[config.mk]
export PLATFORM = sky130hd
export DESIGN_NAME = dmem_arbiter
export DESIGN_NICKNAME = d
export VERILOG_FILES = /design/src/rtl/dmem_arbiter_pkg.sv /design/src/rtl/rr_arb2.sv /design/src/rtl/dmem_arbiter.sv
export SDC_FILE = /design/constraint.sdc
export NUM_CORES = 1
export LEC_CHECK = 0
export ABC_AREA = 1
export BUFFER_PORTS_ARGS = -buffer_cell sky130_fd_sc_hd__buf_2
export CAP_MARGIN = 25
export CORE_AREA = 2 2 128 130
export DETAILED_ROUTE_END_ITERATION = 12
export DIE_AREA = 0 0 130 132
export PLACE_DENSITY_LB_ADDON = 0.08
export REMOVE_ABC_BUFFERS = 1
export SKIP_CTS_REPAIR_TIMING = 1
export SYNTH_ARGS = -nofsm -noshare
export SYNTH_HDL_FRONTEND = slang
export SYNTH_SLANG_ARGS = --single-unit
[constraint.sdc]
create_clock -name clk -period 1.6 [get_ports clk]
set_clock_uncertainty 0.15 [all_clocks]
set_input_delay 0.08 -clock clk [delete_from_list [all_inputs] [get_ports clk]]
set_output_delay 0.08 -clock clk [all_outputs]
set_load 0.01 [all_outputs]
[src/rtl/dmem_arbiter_pkg.sv]
// Shared types for the data-memory arbiter: port identifiers and stall-counter sizing.
package dmem_arbiter_pkg;

    typedef enum logic {
        PORT_CPU = 1'b0,
        PORT_DBG = 1'b1
    } port_e;

    localparam int                 STALL_W   = 16;
    localparam logic [STALL_W-1:0] STALL_MAX = {STALL_W{1'b1}};

endpackage

[src/rtl/rr_arb2.sv]
// Two-way round-robin pick between the cpu and dbg requesters.
// Latency: combinational grant from current requests and the last_win register.
// Backpressure: a losing requester holds its request and wins the next contested cycle.
module rr_arb2
    import dmem_arbiter_pkg::*;
(
    input  logic clk,
    input  logic rst,
    input  logic cpu_req,
    input  logic dbg_req,
    output logic cpu_gnt,
    output logic dbg_gnt
);

    port_e last_win;
    logic  contested;

    assign contested = cpu_req & dbg_req;

    always_comb begin
        cpu_gnt = 1'b0;
        dbg_gnt = 1'b0;
        if (!rst) begin
            if (contested) begin
                cpu_gnt = (last_win == PORT_DBG);
                dbg_gnt = (last_win == PORT_CPU);
            end else begin
                cpu_gnt = cpu_req;
                dbg_gnt = dbg_req;
            end
        end
    end

    // Only contested cycles move the priority; lone requests leave it untouched.
    always_ff @(posedge clk) begin
        if (rst) begin
            last_win <= PORT_DBG;
        end else if (contested) begin
            last_win <= cpu_gnt ? PORT_CPU : PORT_DBG;
        end
    end

endmodule

[src/rtl/dmem_arbiter.sv]
// Shares one data-memory port between the CPU and the debug/loader port.
// Latency: grant and mem strobe in the request cycle; load data returns one cycle later.
// Backpressure: an ungranted requester holds its fields; cpu stall cycles are counted.
module dmem_arbiter
    import dmem_arbiter_pkg::*;
#(
    parameter int AW = 32,
    parameter int DW = 32
) (
    input  logic                clk,
    input  logic                rst,

    input  logic                cpu_req,
    input  logic                cpu_st,
    input  logic [AW-1:0]       cpu_addr,
    input  logic [DW-1:0]       cpu_wdata,
    input  logic [DW/8-1:0]     cpu_be,
    output logic                cpu_gnt,
    output logic                cpu_rvalid,
    output logic [DW-1:0]       cpu_rdata,

    input  logic                dbg_req,
    input  logic                dbg_st,
    input  logic [AW-1:0]       dbg_addr,
    input  logic [DW-1:0]       dbg_wdata,
    input  logic [DW/8-1:0]     dbg_be,
    output logic                dbg_gnt,
    output logic                dbg_rvalid,
    output logic [DW-1:0]       dbg_rdata,

    output logic                mem_en,
    output logic                mem_we,
    output logic [AW-1:0]       mem_addr,
    output logic [DW-1:0]       mem_wdata,
    output logic [DW/8-1:0]     mem_be,
    input  logic [DW-1:0]       mem_rdata,

    output logic [STALL_W-1:0]  cpu_stall_cnt
);

    logic               pending;
    port_e              owner;
    logic [STALL_W-1:0] stall_cnt;

    rr_arb2 u_arb (
        .clk     (clk),
        .rst     (rst),
        .cpu_req (cpu_req),
        .dbg_req (dbg_req),
        .cpu_gnt (cpu_gnt),
        .dbg_gnt (dbg_gnt)
    );

    // Grants are already zero in reset, so the mux yields all-zero mem outputs then.
    always_comb begin
        mem_en    = cpu_gnt | dbg_gnt;
        mem_we    = 1'b0;
        mem_addr  = '0;
        mem_wdata = '0;
        mem_be    = '0;
        if (cpu_gnt) begin
            mem_we    = cpu_st;
            mem_addr  = cpu_addr;
            mem_wdata = cpu_wdata;
            mem_be    = cpu_be;
        end else if (dbg_gnt) begin
            mem_we    = dbg_st;
            mem_addr  = dbg_addr;
            mem_wdata = dbg_wdata;
            mem_be    = dbg_be;
        end
    end

    always_ff @(posedge clk) begin
        if (rst) begin
            pending <= 1'b0;
            owner   <= PORT_CPU;
        end else begin
            pending <= mem_en & ~mem_we;
            owner   <= dbg_gnt ? PORT_DBG : PORT_CPU;
        end
    end

    // Gating with rst drops a response whose load was granted just before reset.
    assign cpu_rvalid = pending & ~rst & (owner == PORT_CPU);
    assign dbg_rvalid = pending & ~rst & (owner == PORT_DBG);
    assign cpu_rdata  = cpu_rvalid ? mem_rdata : '0;
    assign dbg_rdata  = dbg_rvalid ? mem_rdata : '0;

    always_ff @(posedge clk) begin
        if (rst) begin
            stall_cnt <= '0;
        end else if (cpu_req && !cpu_gnt && stall_cnt != STALL_MAX) begin
            stall_cnt <= stall_cnt + 1'b1;
        end
    end

    assign cpu_stall_cnt = stall_cnt;

endmodule

==> impl_metrics.toml <==
[timing]
setup_viol = 130
hold_viol = 0
slew_violations = 0
rsz0062_at_grt = "yes"
worst_pin_slew_ns = 0.341
finalCriticalPeriod_ns = 1.76
min_period_over_period_pct = 110
slew_headroom_pct = 77.2
hold-worst-slack_ns = 0.0839
fmax_mhz = 567
final.setup.tns_ns = -10.43
worst_slack_ns = -0.164

[cts]
clk_latency_ns = 0.25
cts_max_level = 1
cts.clk_slew.worst_paths_ns = 0.06
cts_tree = "yes"
cts_sinks = 19
cts_max_path_buffers = 2
cts_root_buf = "clkbuf_16"
cts_buffers = 3

[yosys]
synthTopCellsByArea = "a22o_1 (28%), dfxtp_1 (17%), nor2_1 (16%)"
synth_area_per_cell_um2 = 6.02
ys.warnings.count = 0
ys_seq_area_share_pct = 17.5
ys_types = 24
synthCells = 362
yosys.area.top_type = "a22o_1"
synth_top_area_share_pct = 27.7
syn_area_um2 = 2180
synth-seq-cells = 19

[placement]
place_congestion = 0.841
post-place-ws_ns = -0.0145
portBuffers = 327
dp.final_hpwl_mm = 12.7

[finish]
regArea_um2 = 387
fillers = 1784
multi_input_area_um2 = 1690
utilization_pct = 34.2
syn_to_final_growth_pct = 146
drive_gt1_share_pct = 61.5
num-nets-final = 913

[critical_path]
end_kind = "output port"
reg2reg_slack_ns = 0.07
cp_max_fo = 7
crit_required_ns = 1.37
critPathLaunchType = "flip-flop"
arrival_ns = 1.53
rr_worst_depth = 10
worstSetupPathType = "reg2out"

[route]
via_per_inst = 4.12
ant_nets = 0
drc = 0
via_count = 3938
firstDrtPassIters = 5
dr.first_iter.drc_count = 112
wl_per_cell_um = 17.2
wl_mm = 16.4

[die]
die-area_um2 = 17200
ios = 328
core_area_um2 = 15700
fp.dieH_um = 132
rows = 46
dieWidth_um = 130
initial_utilization_pct = 13.9

[outcome]
status = "finished with violations"
violations = "negative setup slack"

[grt]
grt_max_degree = 47
grt.met3_usage_pct = 3.33
grt.overflow.total = 0
top_usage_layer = "met2"
grt_use_met1_pct = 18.5
antenna_found_initial = 4
grt_pass1_wl_mm = 20.6
grt_pass1_vias = 3527
met2_usage_pct = 28.8
grt_usage_pct = 15.6

[job]
cap_violations = 0

[power]
ir_worst_vdd_v = 0.000226
p_per_area_nw_per_um2 = 423
p_leak_nw = 3.05

[worst_hold_path]
hold_path_class = "in2reg"
hold_path_depth = 5
-- routing by layer --
layer	share of wire, %	vias up
li1	-	1959
met1	39	1802
met2	53	155
met3	6.2	18
met4	1.6	4
met5	0.13	-
-- cells in the mapped netlist --
cell type  instances
o21ai_1            2
nor3_1             2
ha_1               1
nand4_1            4
clkbuf_1           7
nor2_4             2
buf_6              1
nand2_2            4
nand3b_1           1
o21ai_0            3
nand2_1           47
nor2_1            94
a22o_1            69
inv_2              3
a21oi_1           12
xnor2_1            3
buf_2             14
o21ai_4            1
xor2_1             2
dfxtp_1           19
inv_1             53
nand3_1           14
nor2_2             3
nand2_4            1
-- registers in the layout, summed over array words and instances (netlist names) --
register,cells
cpu_stall_cnt,16
owner,1
pending,1
u_arb.last_win,1
-- cells in the final DEF, fill, tap and decap left out, types with 2 or more instances in the layout --
cell | netlist | final
a21oi_1 | 12 | 12
a22o_1 | 69 | 68
buf_12 | 0 | 10
buf_2 | 14 | 295
buf_4 | 0 | 27
buf_6 | 1 | 44
buf_8 | 0 | 2
clkbuf_16 | 0 | 13
clkinv_8 | 0 | 2
clkinvlp_4 | 0 | 2
dfxtp_1 | 19 | 14
dfxtp_2 | 0 | 5
diode_2 | 0 | 2
dlygate4sd3_1 | 0 | 2
inv_1 | 53 | 49
inv_2 | 3 | 4
nand2_1 | 47 | 46
nand2_4 | 1 | 3
nand2_8 | 0 | 2
nand3_1 | 14 | 13
nand4_1 | 4 | 4
nor2_1 | 94 | 64
nor2_2 | 3 | 22
nor2_4 | 2 | 13
nor3_2 | 0 | 2
o21ai_0 | 3 | 2
o21ai_1 | 2 | 3
xnor2_1 | 3 | 3
xor2_1 | 2 | 2
-- final timing paths --
path	endpoint	from
worst max-delay path	cpu_rdata[4]	pending$_SDFF_PP0_
worst min-delay path	u_arb.last_win$_SDFFE_PP1N_	dbg_req
worst max register to register	cpu_stall_cnt[1]$_SDFFE_PP0P_	u_arb.last_win$_SDFFE_PP1N_
worst min register to register	cpu_stall_cnt[2]$_SDFFE_PP0P_	cpu_stall_cnt[2]$_SDFFE_PP0P_
-- critical path, cell delays in order (launching register included) --
cell and delay (ns):
dfxtp_2 0.32, inv_2 0.04, nor3_2 0.15, buf_4 0.17, clkinvlp_4 0.18, buf_6 0.20, nor2_1 0.09, buf_2 0.13
-- report_power, final --
part / switching, mW / internal (mW) / total, mW
clock: 0.195 / 0.339 / 0.534
sequential: 0.0115 / 0.491 / 0.503
combinational: 0.583 / 0.651 / 1.23
-- final cells by class --
class	count	area share, %
Clock buffer	4	1.47
Sequential cell	19	7.20
Tap cell	216	5.03
Timing Repair Buffer	390	49.8
Multi-Input combinational cell	265	31.4
Antenna cell	2	0.0932
Timing Repair inverter	3	0.513
Inverter	56	4.45
-- through the flow --
step / instance area (um2) / std cells / total power, mW
floorplan: 2070 / 340 / 0.882
global placement: 4310 / 917 / 1.44
detailed placement: 4310 / 917 / 1.45
CTS: 4390 / 921 / 1.99
global route: 5370 / 954 / 2.38
finish: 5370 / 955 / 2.27
-- cells by family (layout without fill, tap and decap cells) --
logic type,Yosys count,in the layout,share of synthesized area (%)
AND/OR/NAND/NOR,172,172,33.0
AO/OA/AOI/OAI,87,87,32.4
buffers and inverters,78,453,14.6
flip-flops,19,19,17.5
XOR/XNOR,5,5,2.01
adder cells (fa/ha/maj),1,1,0.574
other,0,2,0
(Power assumes the default switching activity.)
